==> src/rtl/jtag_probe_mm_pkg.sv <==
// jtag_probe_mm_pkg: opcodes, header layout, response words and FSM states for jtag_probe_mm_master.
// ST_DRAIN exists only when JPM_TIMEOUT_EN is defined.
package jtag_probe_mm_pkg;

  localparam logic [1:0] OP_NOP   = 2'b00;
  localparam logic [1:0] OP_WRITE = 2'b01;
  localparam logic [1:0] OP_READ  = 2'b10;
  localparam logic [1:0] OP_PING  = 2'b11;

  localparam int unsigned HDR_OP_LSB  = 14;
  localparam int unsigned HDR_OP_W    = 2;
  localparam int unsigned HDR_LEN_LSB = 10;
  localparam int unsigned HDR_LEN_W   = 4;

  localparam logic [7:0]  ACK_TAG  = 8'hAC;
  localparam logic [15:0] ERR_WORD = 16'hDEAD;

  typedef enum logic [2:0] {
    ST_IDLE,
    ST_GET_ADDR,
    ST_WR_DATA,
    ST_WR_ISSUE,
    ST_RD_ISSUE,
    ST_RD_WAIT,
`ifdef JPM_TIMEOUT_EN
    ST_SEND,
    ST_DRAIN
`else
    ST_SEND
`endif
  } state_t;

endpackage

==> src/rtl/jpm_timeout_ctr.sv <==
// jpm_timeout_ctr: per-transaction cycle counter; expire flags TIMEOUT cycles since the last load/clear.
// Only instantiated when JPM_TIMEOUT_EN is defined.
module jpm_timeout_ctr #(
  parameter int TIMEOUT = 1024
) (
  input  logic clk,
  input  logic arst,
  input  logic load,
  input  logic clear,
  output logic expire
);

  localparam int CW = $clog2(TIMEOUT + 1);

  logic [CW-1:0] cnt;

  assign expire = (cnt == CW'(TIMEOUT - 1));

  always_ff @(posedge clk or posedge arst) begin
    if (arst) begin
      cnt <= '0;
    end else if (load || clear) begin
      cnt <= '0;
    end else if (!expire) begin
      cnt <= cnt + CW'(1);
    end
  end

endmodule

==> src/rtl/jtag_probe_mm_master.sv <==
// jtag_probe_mm_master: executes host command words as single-outstanding mm reads/writes.
// Define JPM_TIMEOUT_EN for a per-transaction timeout that returns ERR_WORD and drains the command.
module jtag_probe_mm_master
  import jtag_probe_mm_pkg::*;
#(
  parameter int                   DAT_WIDTH  = 16,
  parameter int                   ADDR_WIDTH = 16,
  parameter logic [DAT_WIDTH-1:0] PING_ID    = 16'h4A50,
  parameter int                   TIMEOUT    = 1024
) (
  input  logic                  core_clock,
  input  logic                  arst,
  input  logic [DAT_WIDTH-1:0]  dat_from_host,
  input  logic                  dat_from_host_valid,
  output logic                  dat_from_host_ready,
  output logic [DAT_WIDTH-1:0]  dat_to_host,
  output logic                  dat_to_host_valid,
  input  logic                  dat_to_host_ready,
  output logic [ADDR_WIDTH-1:0] mm_addr,
  output logic [DAT_WIDTH-1:0]  mm_wdata,
  output logic                  mm_write,
  output logic                  mm_read,
  input  logic                  mm_waitrequest,
  input  logic [DAT_WIDTH-1:0]  mm_rdata,
  input  logic                  mm_rdata_valid
);

  if (DAT_WIDTH != 16) begin : g_bad_dat_width
    $error("jtag_probe_mm_master: DAT_WIDTH must be 16");
  end
  if (ADDR_WIDTH < 1 || ADDR_WIDTH > 16) begin : g_bad_addr_width
    $error("jtag_probe_mm_master: ADDR_WIDTH must be 1..16");
  end
  if (TIMEOUT < 1) begin : g_bad_timeout
    $error("jtag_probe_mm_master: TIMEOUT must be at least 1");
  end

  state_t                 state, state_n;
  logic                   run_q;
  logic [HDR_OP_W-1:0]    op_q, hdr_op;
  logic [HDR_LEN_W-1:0]   len_m1_q, left_q;
  logic [DAT_WIDTH-1:0]   out_q;
  logic                   host_take, expired, to_hit;

  assign hdr_op    = dat_from_host[HDR_OP_LSB +: HDR_OP_W];
  assign host_take = dat_from_host_valid && dat_from_host_ready;

  // Request/valid strobes decode straight from state so arst drops them without waiting for a clock.
  assign mm_write          = (state == ST_WR_ISSUE);
  assign mm_read           = (state == ST_RD_ISSUE);
  assign dat_to_host_valid = (state == ST_SEND);
  assign dat_to_host       = out_q;

`ifdef JPM_TIMEOUT_EN
  logic err_q, timed, tmr_expire;

  assign timed = (state == ST_WR_ISSUE) || (state == ST_RD_ISSUE) || (state == ST_RD_WAIT);

  jpm_timeout_ctr #(.TIMEOUT(TIMEOUT)) u_timeout (
    .clk    (core_clock),
    .arst   (arst),
    .load   (state_n != state),
    .clear  (!timed),
    .expire (tmr_expire)
  );

  assign expired = timed && tmr_expire;
`else
  assign expired = 1'b0;
`endif

  always_comb begin
    dat_from_host_ready = run_q &&
      ((state == ST_IDLE) || (state == ST_GET_ADDR) || (state == ST_WR_DATA));
`ifdef JPM_TIMEOUT_EN
    if (state == ST_DRAIN && op_q == OP_WRITE && left_q != '0) dat_from_host_ready = 1'b1;
`endif
  end

  always_comb begin
    state_n = state;
    to_hit  = 1'b0;
    case (state)
      ST_IDLE:
        if (host_take) begin
          case (hdr_op)
            OP_PING:           state_n = ST_SEND;
            OP_WRITE, OP_READ: state_n = ST_GET_ADDR;
            OP_NOP:            state_n = ST_IDLE;
            default:           state_n = ST_IDLE;
          endcase
        end
      ST_GET_ADDR:
        if (host_take) state_n = (op_q == OP_WRITE) ? ST_WR_DATA : ST_RD_ISSUE;
      ST_WR_DATA:
        if (host_take) state_n = ST_WR_ISSUE;
      ST_WR_ISSUE:
        if (!mm_waitrequest) begin
          state_n = (left_q != '0) ? ST_WR_DATA : ST_SEND;
        end else if (expired) begin
          state_n = ST_SEND;
          to_hit  = 1'b1;
        end
      ST_RD_ISSUE:
        if (!mm_waitrequest) begin
          state_n = ST_RD_WAIT;
        end else if (expired) begin
          state_n = ST_SEND;
          to_hit  = 1'b1;
        end
      ST_RD_WAIT:
        if (mm_rdata_valid) begin
          state_n = ST_SEND;
        end else if (expired) begin
          state_n = ST_SEND;
          to_hit  = 1'b1;
        end
      ST_SEND:
        if (dat_to_host_ready) begin
`ifdef JPM_TIMEOUT_EN
          if (err_q) state_n = ST_DRAIN;
          else
`endif
          if (op_q == OP_READ && left_q != '0) state_n = ST_RD_ISSUE;
          else                                 state_n = ST_IDLE;
        end
`ifdef JPM_TIMEOUT_EN
      ST_DRAIN:
        if (op_q != OP_WRITE || left_q == '0) state_n = ST_IDLE;
`endif
      default: state_n = ST_IDLE;
    endcase
  end

  always_ff @(posedge core_clock or posedge arst) begin
    if (arst) begin
      state    <= ST_IDLE;
      run_q    <= 1'b0;
      op_q     <= '0;
      len_m1_q <= '0;
      left_q   <= '0;
      out_q    <= '0;
      mm_addr  <= '0;
      mm_wdata <= '0;
`ifdef JPM_TIMEOUT_EN
      err_q    <= 1'b0;
`endif
    end else begin
      state <= state_n;
      run_q <= 1'b1;
      if (to_hit) out_q <= ERR_WORD;
`ifdef JPM_TIMEOUT_EN
      if (to_hit) err_q <= 1'b1;
      else if (state == ST_IDLE) err_q <= 1'b0;
`endif
      case (state)
        ST_IDLE:
          if (host_take) begin
            op_q     <= hdr_op;
            len_m1_q <= dat_from_host[HDR_LEN_LSB +: HDR_LEN_W];
            left_q   <= dat_from_host[HDR_LEN_LSB +: HDR_LEN_W];
            if (hdr_op == OP_PING) out_q <= PING_ID;
          end
        ST_GET_ADDR:
          if (host_take) mm_addr <= dat_from_host[ADDR_WIDTH-1:0];
        ST_WR_DATA:
          if (host_take) mm_wdata <= dat_from_host;
        ST_WR_ISSUE:
          if (!mm_waitrequest) begin
            mm_addr <= mm_addr + ADDR_WIDTH'(1);
            if (left_q != '0) left_q <= left_q - HDR_LEN_W'(1);
            else              out_q  <= {ACK_TAG, 4'h0, len_m1_q};
          end
        ST_RD_WAIT:
          if (mm_rdata_valid) out_q <= mm_rdata;
        ST_SEND:
          if (dat_to_host_ready && op_q == OP_READ && left_q != '0) begin
            mm_addr <= mm_addr + ADDR_WIDTH'(1);
            left_q  <= left_q - HDR_LEN_W'(1);
          end
`ifdef JPM_TIMEOUT_EN
        ST_DRAIN:
          if (host_take) left_q <= left_q - HDR_LEN_W'(1);
`endif
        default: ;
      endcase
    end
  end

endmodule

==> config.mk <==
export PLATFORM = sky130hd
export DESIGN_NAME = jtag_probe_mm_master
export DESIGN_NICKNAME = d
export VERILOG_FILES = /design/src/rtl/jtag_probe_mm_pkg.sv /design/src/rtl/jpm_timeout_ctr.sv /design/src/rtl/jtag_probe_mm_master.sv
export SDC_FILE = /design/constraint.sdc
export NUM_CORES = 1
export LEC_CHECK = 0
export CAP_MARGIN = 20
export CORE_ASPECT_RATIO = 0.6
export CORE_UTILIZATION = 42
export CTS_CLUSTER_DIAMETER = 100
export DETAILED_ROUTE_END_ITERATION = 10
export GPL_ROUTABILITY_DRIVEN = 0
export HOLD_SLACK_MARGIN = 0.08
export PLACE_DENSITY = 0.78
export SETUP_SLACK_MARGIN = 0.4
export SYNTH_ARGS = -nofsm -noshare
export SYNTH_HDL_FRONTEND = slang
export SYNTH_SLANG_ARGS = --single-unit
==> constraint.sdc <==
create_clock -name core_clock -period 5.75 [get_ports core_clock]
set_input_delay 1.4375 -clock core_clock [delete_from_list [all_inputs] [get_ports core_clock]]
set_output_delay 1.4375 -clock core_clock [all_outputs]
set_load 0.03 [all_outputs]
* After elaboration in Yosys (flattened, before gate mapping)
Index checks and enable logic that the tools add are counted.
Word-level totals: register bits after elaboration 62, latch bits 0, bits in writable memories 0, ROM bits 0, input port bits 38, output and inout port bits 52, logic and storage cells 79, memories 0
Cells by class: add/subtract/negate cells 2, multipliers 0, divide/modulo/power cells 0, $lt $le $gt $ge 0, equal/unequal tests 22, shift operators 0, mux-type cells 27, bitwise gates (word level) 0, reductions and logical operators 20
Operators with widths (number):
- 2-to-1 mux 16 bit | 8
- case mux 16 bit (3 select lines) | 2
- 2-to-1 mux 3 bit | 10
- case mux 3 bit (7 select lines) | 1
- adder 16 x 1 -> 16 bit (second input constant) | 1
- 2-to-1 mux 4 bit | 4
- != test 2 bit (second input constant) | 7
- case mux 4 bit (3 select lines) | 1
- == test 3 bit (second input constant) | 3
- case mux 3 bit (3 select lines) | 1
- nonzero test 3 bit | 3
- != test 2 x 1 -> 1 bit (second input constant) | 4
- AND reduction 7 bit | 1
- == test 2 bit (second input constant) | 3
- == test 3 x 2 -> 1 bit (second input constant) | 2
- AND reduction 6 bit | 1
- logical AND 1 bit | 5
- AND reduction 5 bit | 1
- == test 2 x 1 -> 1 bit (second input constant) | 2
- AND reduction 2 bit | 2
- AND reduction 4 bit | 1
- nonzero test 4 bit | 1
- subtractor 4 x 1 -> 4 bit (second input constant) | 1
- == test 3 x 1 -> 1 bit (second input constant) | 1
- other kinds (4) | 5

* Logic depth before layout (Yosys ltp)
Gate-level depths: netlist of run 1.
depth after elaboration 7, depth in mapped cells 8, mapped depth without buffers 6

* Worst setup path before layout of run 1
Ideal clock, no wire load.
path type reg2out, start register state[1], end output mm_read, arrival 1.343 ns, data required time 4.313 ns, slack 2.970 ns, stages on the path, launching flop included 5, buffers on the path 3, cells stage by stage dfrtp_1 buf_2 clkbuf_1 clkbuf_1 nor2_1
Between the ends: cells in the longest elaborated chain, start to end 1
RTL lines:
- start: declaration | line jtag_probe_mm_master.sv:38 | state_t state, state_n;
- start signal: assignment | line jtag_probe_mm_master.sv:149 | state <= state_n;
- == test 3 bit | line jtag_probe_mm_master.sv:50 | assign mm_read = (state == ST_RD_ISSUE);
- end: declaration | line jtag_probe_mm_master.sv:22 | output logic mm_read,
Every way passes these cells.

* Worst setup path after layout of run 1
start register state[0], end output mm_write
Between the ends: cells in the longest elaborated chain, start to end 1
RTL lines:
- == test 3 x 2 -> 1 bit | line jtag_probe_mm_master.sv:49 | assign mm_write = (state == ST_WR_ISSUE);
- end: declaration | line jtag_probe_mm_master.sv:21 | output logic mm_write,
Every way passes these cells.

==> metrics.md, run 1 <==
| Metric | Value |
|---|---|
| Grt total ovfl | 0 |
| CTS tree | built |
| Share of cells above drive strength 1 | 12.7% |
| Row cnt | 24 |
| I/O Buffers | 89 |
| Drt pass-1 iters | 5 |
| Vias | 2990 |
| Ys Warns | 0 |
| Yosys reg bits | 62 |
| Cell Pwr Density | 611 nW/µm² |
| Final core utilization | 61.7% |
| Area share of the largest cell type after synthesis | 45.9% |
| H-tree depth | 3 |
| Most common cell in the netlist | dfrtp_1 |
| Prevailing post-synth register cell | dfrtp_1 |
| Max IR drop VDD | 0.272 mV |
| Simple-gate share of the synthesized area | 14.0% |
| Synthesized area | 3380 µm² |
| CTS clk-pin slew, worst paths | 50 ps |
| Synth area leader | dfrtp_1 |
| Core area | 7510 µm² |
| CTS max path bufs | 2 |
| Largest family of logic cells by synthesized area | compound AO/OA/AOI/OAI gates |
| Die X | 118 µm |
| Avg Inst Size Synth | 10.6 µm² |
| Setup_tns | 0 ps |
| Worst min-delay path class | reg -> reg |
| Post-cts resize count | 0 |
| Switching Fraction | 41.7% |
| Synth area leaders | dfrtp_1, mux2_2, a2bb2oi_1 |
| Setup repair bufs after CTS | 0 |
| Number of antenna diodes | 0 |
| Top Family by Delay on Critical Path | buffers and inverters |
| FF+latch area | 1550 µm² |
| Worst setup SP type | register |
| Worst Path Max Fanout | 22 |
| Int Power | 1.65 mW |
| F_max | 251 MHz |
| Largest net degree at the start of global routing | 63 |
| Drt total wl | 9.74 mm |
| Worst EP required | 4310 ps |
| Crit Path Class | reg -> out |
| Fin Clk Skew | 4.49 ps |
| Highest-delay cell along the critical path | clkdlybuf4s50_1 |
| Psw | 1.18 mW |
| Synth Area in Compound Gates | 21.4% |
| Cells after Synth | 319 |
| Endpoint kind of the worst setup timing path | output pin |
| Synthesized net count | 361 |
| Avg WL per Cell | 19.2 µm |
| Final Slew Violations | 0 |
| Initial core utilization | 45.0% |
| Leak | 1.89 nW |
| CTS root buf | clkbuf_16 |
| # setup viols final | 0 |
| Max_slew headroom | 32.7% |
| Worst-Skew Late Latency | 330 ps |
| Max stage delay on crit path | 770 ps |
| XOR/XNOR Fraction of Synth Area | 0.259% |
| Hold buffers post-CTS | 0 |
| I/O pin cnt | 90 |
| FILL cells | 606 |
| First-pass GRT wire length | 15.1 mm |
| Combinational share of power | 49.4% |
| Initial antenna violation count | 0 |
| Die ar. | 8420 µm² |
| Max_cap viols | 0 |
| Post-DP HPWL | 6.72 mm |
| Area of the multi-input gates | 1650 µm² |
| TritonCTS Sinks | 62 |
| Initial DRC Count | 266 |
| Outcome | finished clean |
| Post-route ant nets | 0 |
| Buf/Inv on CP | 1 |
| Vias/cell | 5.91 |
| Post-synth top cells | dfrtp_1, mux2_2, a21oi_1, nand2_1, inv_1 |
| DR DRC count | 0 |
| Number of buffers created by CTS | 9 |
| Clock power share | 21.2% |
| DP Area | 4300 µm² |
| Share of total power in sequential cells | 29.3% |
| Distinct cells, synth | 55 |
| Post-synth EDFFs | 0 |
| Synth Area in Adders | 1.48% |
| GRT Overall Usage | 23.5% |
| Ys async rst share | 100% |
| Period Utilization, post-route | 69.2% |
| Sequential-to-total area share from yosys stat | 45.9% |
| Die H | 71.5 µm |
| Vias in the first global route | 2782 |
| CP Cell Sequence | nand2_1 -> nor2_2 -> clkdlybuf4s50_1 |
| Area grow syn2layout | 37.1% |
| Final Critical Period | 3980 ps |
| Mux cell area share after synthesis | 11.6% |
| Worst slew pin tran | 1010 ps |
| Post-route cell area | 4630 µm² |
| Final Hold Vio Count | 0 |
| Arrival @ worst endpoint | 2540 ps |
| Unrepaired setup endpoints after global routing | false |
| Nets | 439 |
-- registers in the layout (all words and copies together) (netlist names) --
| signal | count |
|---|---|
| state | 3 |
| mm_wdata | 16 |
| op_q | 2 |
| run_q | 1 |
| dat_to_host | 16 |
| left_q | 4 |
| len_m1_q | 4 |
| mm_addr | 16 |
-- metal layers --
metal,wire [µm],GRT usage [%],part of all wire (%),vias up
met2,4150,33.8,43,169
met4,115,6.55,1.2,0
li1,-,-,-,1363
met3,868,6.61,8.9,16
met5,0,0,0,-
met1,4600,34.5,47,1442
-- cell type report --
type                            count  share of cell area, %
Sequential cell                    62                   33.5
Inverter                           13                   1.05
Tap cell                          104                   2.81
Timing Repair Buffer               92                   19.7
Clock buffer                       11                   5.46
Multi-Input combinational cell    219                   35.7
Clock inverter                      5                   1.76
-- power groups by stage --
stage / Clock [mW] / Sequential (mW) / Combinational (mW)
2_1_floorplan: 0 / 1.07 / 0.628
3_3_place_gp: 0 / 0.819 / 1.36
3_5_place_dp: 0 / 0.828 / 1.39
4_1_cts: 0.610 / 0.825 / 1.39
5_1_grt: 0.628 / 0.856 / 1.48
6_report: 0.601 / 0.831 / 1.40
-- metrics by stage --
stage	hold slack, ps	instances	total power, mW	setup slack (ps)
2_1_floorplan	447	319	1.70	2770
3_3_place_gp	489	490	2.18	1960
3_5_place_dp	493	490	2.21	1890
4_1_cts	507	506	2.83	1840
5_1_grt	525	506	2.97	1680
6_report	508	506	2.83	1770
-- logic make-up (layout without fill, tap and decap cells) --
logic type	count (synthesis)	count (layout)
adder cells (fa/ha/maj)	4	4
AO/OA/AOI/OAI	96	96
multiplexers	36	36
buffers and inverters	38	121
other	1	1
XOR/XNOR	1	1
AND/OR/NAND/NOR	81	81
flip-flops	62	62
-- placed cells by master, fill, tap and decap left out, types with 5 or more instances in the layout --
| master | n |
|---|---|
| clkdlybuf4s50_1 | 89 |
| dfrtp_1 | 62 |
| mux2_2 | 26 |
| nand2_1 | 17 |
| a21oi_1 | 17 |
| a2bb2oi_1 | 12 |
| inv_1 | 12 |
| a22oi_1 | 12 |
| mux2i_1 | 10 |
| nand3_1 | 10 |
| clkbuf_16 | 9 |
| nand4_1 | 8 |
| o22ai_1 | 8 |
| o22a_1 | 8 |
| nor2_1 | 6 |
| o21ai_0 | 6 |
| a31oi_1 | 6 |
| and3_1 | 6 |
| nand2b_1 | 5 |
| and2_1 | 5 |
-- final timing paths --
kind / start / to / slack (ps) / cells past startpoint
hold reg to reg: mm_wdata[10] / mm_wdata[10] / 510 / 1
setup reg to reg: state[0] / dat_to_host[3] / 2830 / 4
hold / removal: mm_wdata[10] / mm_wdata[10] / 510 / 1
min in group asynchronous: arst / dat_to_host[12] / 1670 / 3
setup / recovery: state[0] / mm_write / 1770 / 3
max in group asynchronous: arst / mm_addr[14] / 3560 / 3
Note: power is estimated with default switching activity, not from simulation.
==> inputs of run 2 (changes only) <==
- clock period: 5.75 -> 3.75 ns (I/O delays scaled with it)
==> run 2 against run 1 <==
  * Final area grew 1.6%
  * Register-to-register slack lost 1800 ps
  * Sequential power grew 53%
  * Worst hold slack lost 4.8 ps
  * Utilization grew 1.0 points
  * Die area is the same
  * Critical path depth is the same
  * Wire length grew 2.5%
  * Critical path type unchanged
  * Largest power group unchanged
  * Highest routed layer unchanged
==> metrics.md, run 2 (synthesis results as in run 1) <==
| Metric | Value |
|---|---|
| Outcome | finished clean |
| Max_cap viols | 0 (unchanged) |
| Largest net degree at the start of global routing | 40 (-37%) |
| Commonest non-fill, non-tap cell in the layout | clkdlybuf4s50_1 |
| Endpoint kind of the worst setup timing path | output pin |
| Vias/cell | 6.01 (+1.6%) |
| Max_slew headroom | 35.1% (+2.4 points) |
| Fin Hold WS | 503 ps (-4.84 ps) |
| Drt pass-1 iters | 5 (unchanged) |
| Setup crit start | state[2] |
| Vias | 3087 (+3.2%) |
| Post-route ant nets | 0 (unchanged) |
| R2R depth | 6 (+2) |
| Arrival @ worst endpoint | 2090 ps (-450 ps) |
| Number of buffers created by CTS | 9 (unchanged) |
| Setup_tns | 0 ps (unchanged) |
| I/O Buffers | 89 (unchanged) |
| Area grow syn2layout | 39.3% |
| Cell Pwr Density | 941 nW/µm² (+54%) |
| Crit Path Class | reg -> out |
| Flop2flop setup slack | 1070 ps (-1760 ps) |
| F_max | 330 MHz |
| Worst R2R End | dat_to_host[7] |
| R2R Path Start | state[1] |
| Fin Clk Skew | 3.26 ps (-1.23 ps) |
| GRT Overall Usage | 24.7% (+1.2 points) |
| Nets | 447 (+1.8%) |
| H-tree depth | 3 (unchanged) |
| CTS root buf | clkbuf_16 |
| Row cnt | 24 (unchanged) |
| Die H | 71.5 µm (unchanged) |
| Worst min-delay path class | reg -> reg |
| Worst setup endpoint | dat_from_host_ready |
| Hold buffers post-CTS | 0 (unchanged) |
| Unrepaired setup endpoints after global routing | false |
| Final Critical Period | 3030 ps |
| Worst-Skew Late Latency | 330 ps (about the same) |
| Initial DRC Count | 255 (-4.1%) |
| Core area | 7510 µm² (unchanged) |
| CTS tree | built |
| TritonCTS Sinks | 62 (unchanged) |
| Drt total wl | 9.98 mm (+2.5%) |
| Vias in the first global route | 2982 (+7.2%) |
| Number of antenna diodes | 0 (unchanged) |
| Pre-CTS WS | 592 ps (-1300 ps) |
| Commonest non-fill, non-tap cells in the layout | clkdlybuf4s50_1, dfrtp_1, mux2_2 |
| First-pass GRT wire length | 16.0 mm (+5.5%) |
| Leak | 1.93 nW (+2.3%) |
| DR DRC count | 0 (unchanged) |
| Worst Slack Setup Final | 722 ps (-1050 ps) |
| Worst EP required | 2810 ps (-1500 ps) |
| Avg WL per Cell | 19.4 µm (+0.89%) |
| I/O pin cnt | 90 (unchanged) |
| Final Hold Vio Count | 0 (unchanged) |
| Post-DP HPWL | 7.08 mm (+5.5%) |
| Worst setup SP type | register |
| Post-cts resize count | 0 (unchanged) |
| Final Slew Violations | 0 (unchanged) |
| Setup repair bufs after CTS | 0 (unchanged) |
| FILL cells | 632 (+4.3%) |
| Die ar. | 8420 µm² (unchanged) |
| Max IR drop VDD | 0.548 mV (+100%) |
| Final core utilization | 62.7% (+1.0 points) |
| # setup viols final | 0 (unchanged) |
| CTS max path bufs | 2 (unchanged) |
| Worst slew pin tran | 973 ps (-36.6 ps) |
| Initial antenna violation count | 0 (unchanged) |
| Worst Path Max Fanout | 18 (-18%) |
| CTS clk-pin slew, worst paths | 50 ps (about the same) |
| Die X | 118 µm (unchanged) |
| Period Utilization, post-route | 80.7% |
| Grt total ovfl | 0 (unchanged) |
| Share of cells above drive strength 1 | 14.1% (+1.5 points) |
| Initial core utilization | 45.0% (unchanged) |
-- run 2: layout make-up --
class | instances | area, µm² | area share (%)
inverter | 13 | 48.8 | 1.04
timing repair buffer | 100 | 973 | 20.7
clock inverter | 5 | 106 | 2.26
multi-input combinational | 219 | 1650 | 35.1
sequential | 62 | 1550 | 33.0
tap | 104 | 130 | 2.77
clock buffer | 11 | 243 | 5.16
-- run 2: power by group --
part           leakage (nW)  total, mW  switching [mW]  internal [mW]
sequential            0.744       1.27           0.293          0.977
clock                 0.166      0.977           0.309          0.668
combinational          1.02       2.18            1.22          0.959
-- run 2: worst max-delay path, cell delays in order, from the launching register on --
cell             delay, ps
dfrtp_1                680
inv_1                  270
and3_1                 210
clkdlybuf4s50_1        590
-- run 2: worst min-delay path by stage --
stage	startpoint	end	slack, ps	depth (start not counted)
after floorplan	len_m1_q[0]	len_m1_q[0]	450	2
after global placement	dat_to_host[11]	dat_to_host[11]	480	1
after detailed placement	dat_to_host[11]	dat_to_host[11]	490	1
after CTS	dat_to_host[11]	dat_to_host[11]	500	1
after global routing	mm_wdata[7]	mm_wdata[7]	520	1
final	mm_wdata[3]	mm_wdata[3]	500	1
-- run 2: per-layer routing --
layer | GRT usage [%] | vias up | share of wire, %
met5 | 0 | - | 0
met4 | 9.26 | 0 | 1.7
met3 | 7.56 | 22 | 8.7
met2 | 34.7 | 169 | 42
met1 | 35.8 | 1512 | 48
li1 | - | 1384 | -
-- run 2: metrics by stage --
step / power, mW / cell area, µm² / cells
floorplan: 2.61 / 3380 / 319
global placement: 3.37 / 4360 / 498
detailed placement: 3.42 / 4360 / 498
CTS: 4.42 / 4710 / 514
global route: 4.63 / 4710 / 514
finish: 4.43 / 4710 / 514
==> inputs of run 3 (changes only) <==
- clock period: 3.75 -> 2.9 ns (I/O delays scaled with it)
==> run 3 against run 2 <==
  * Sequential power increased by 30%
  * Clock-buffer cell count is 1 lower
  * Cell count up 2.3%
  * Clock power grew 23%
==> metrics.md, run 3 (synthesis results as in run 1) <==
| Metric | Value |
|---|---|
| TritonCTS Sinks | 62 (unchanged) |
| Initial core utilization | 45.0% (unchanged) |
| Final Critical Period | 2390 ps |
| Outcome | finished clean |
| Final core utilization | 63.7% (+1.1 points) |
| Commonest non-fill, non-tap cells in the layout | clkdlybuf4s50_1, dfrtp_1, mux2_2 |
| Die ar. | 8420 µm² (unchanged) |
| Avg WL per Cell | 18.8 µm (-3.1%) |
| Worst EP required | 2170 ps (-640 ps) |
| Drt total wl | 9.90 mm (-0.79%) |
| Drt pass-1 iters | 5 (unchanged) |
| CTS root buf | clkbuf_16 |
| CTS tree | built |
| Cell Pwr Density | 1190 nW/µm² (+27%) |
| Share of cells above drive strength 1 | 17.3% (+3.2 points) |
| Leak | 2.00 nW (+3.3%) |
| Core area | 7510 µm² (unchanged) |
| Period Utilization, post-route | 82.5% |
| Row cnt | 24 (unchanged) |
| I/O pin cnt | 90 (unchanged) |
| Worst Slack Setup Final | 508 ps (-214 ps) |
| Finished Layout Cells | 526 (+2.3%) |
| Worst-Skew Late Latency | 340 ps (about the same) |
| FILL cells | 591 (-6.5%) |
| CTS clk-pin slew, worst paths | 60 ps (about the same) |
| Worst slew pin tran | 555 ps (-419 ps) |
| Grt total ovfl | 0 (unchanged) |
| Final Hold Vio Count | 0 (unchanged) |
| Max_slew headroom | 63.0% (+28 points) |
| Worst min-delay path class | reg -> reg |
| Max IR drop VDD | 0.554 mV (+1.1%) |
| Area of the multi-input gates | 1650 µm² (unchanged) |
| # setup viols final | 0 (unchanged) |
| Number of buffers created by CTS | 9 (unchanged) |
| Worst Path Max Fanout | 12 (-6) |
| Initial DRC Count | 291 (+14%) |
| Largest net degree at the start of global routing | 38 (-5.0%) |
| F_max | 418 MHz |
| Commonest non-fill, non-tap cell in the layout | clkdlybuf4s50_1 |
| Worst setup SP type | register |
| Die X | 118 µm (unchanged) |
| Initial antenna violation count | 0 (unchanged) |
| Area grow syn2layout | 41.7% |
| GRT Overall Usage | 24.6% (-0.18 points) |
| H-tree depth | 3 (unchanged) |
| Arrival @ worst endpoint | 1670 ps (-420 ps) |
| Endpoint kind of the worst setup timing path | output pin |
| Vias/cell | 5.89 (-2.0%) |
| Final Slew Violations | 0 (unchanged) |
| Post-route ant nets | 0 (unchanged) |
| Number of antenna diodes | 0 (unchanged) |
| First-pass GRT wire length | 15.8 mm (-0.99%) |
| DR DRC count | 0 (unchanged) |
| Crit Path Class | reg -> out |
| Vias in the first global route | 2935 (-1.6%) |
| Post-DP HPWL | 6.95 mm (-1.9%) |
| Nets | 459 (+2.7%) |
| Unrepaired setup endpoints after global routing | false |
| I/O Buffers | 89 (unchanged) |
| Max_cap viols | 0 (unchanged) |
| FF+latch area | 1550 µm² (about the same) |
| Placed Cells | 508 (+2.0%) |
| Die H | 71.5 µm (unchanged) |
| Pre-CTS WS | -58.3 ps (-651 ps) |
| Vias | 3097 (+0.32%) |
| Fin Clk Skew | 6.46 ps (+3.20 ps) |
| CTS max path bufs | 2 (unchanged) |
[run 3: path summary, 6_finish.rpt]
check / start / endpoint / slack [ps] / depth (start not counted)
worst max register to register: left_q[0] / dat_to_host[8] / 690 / 6
max in group asynchronous: arst / state[2] / 1530 / 3
worst min register to register: dat_to_host[11] / dat_to_host[11] / 500 / 1
min in group asynchronous: arst / dat_to_host[8] / 760 / 2
worst min-delay path: dat_to_host[11] / dat_to_host[11] / 500 / 1
worst max-delay path: state[0] / mm_write / 510 / 4
[run 3: layout make-up]
class / count / share of cell area [%]
Timing Repair Buffer: 112 / 22.4
Multi-Input combinational cell: 219 / 34.5
Tap cell: 104 / 2.72
Clock inverter: 6 / 1.93
Sequential cell: 62 / 32.4
Inverter: 13 / 1.02
Clock buffer: 10 / 4.99
[run 3: metal layers]
metal	GRT usage, %	wire length, µm
met1	35.3	4660
met2	35.0	4260
met3	8.52	830
met4	7.12	149
met5	0	0
[run 3: through the flow]
stage,setup TNS (ps),total power [mW],instance area (µm²),hold slack (ps)
finish,0,5.70,4790,497
global placement,0,4.39,4440,470
global route,0,5.97,4790,516
floorplan,0,3.38,3380,447
detailed placement,-222,4.45,4440,472
CTS,0,5.68,4790,493
[run 3: critical path: stages, from the launching register on]
cell and delay [ps]:
dfrtp_1 550, nand2_1 180, nor2_2 230, buf_4 210, buf_4 170
[run 3: power by group]
group	total, mW	switching, mW	internal [mW]
clock network	1.20	0.422	0.781
logic	2.85	1.57	1.28
registers	1.65	0.383	1.26
[run 3: what timing repair did]
| item | in CTS | in global routing |
|---|---|---|
| endpoints found under the setup margin | 7 | 0 |
| hold buffers | 0 | 0 |
| buffers inserted | 2 | 0 |
| hold endpoints to repair | 0 | 0 |
| gates resized for setup | 4 | 0 |
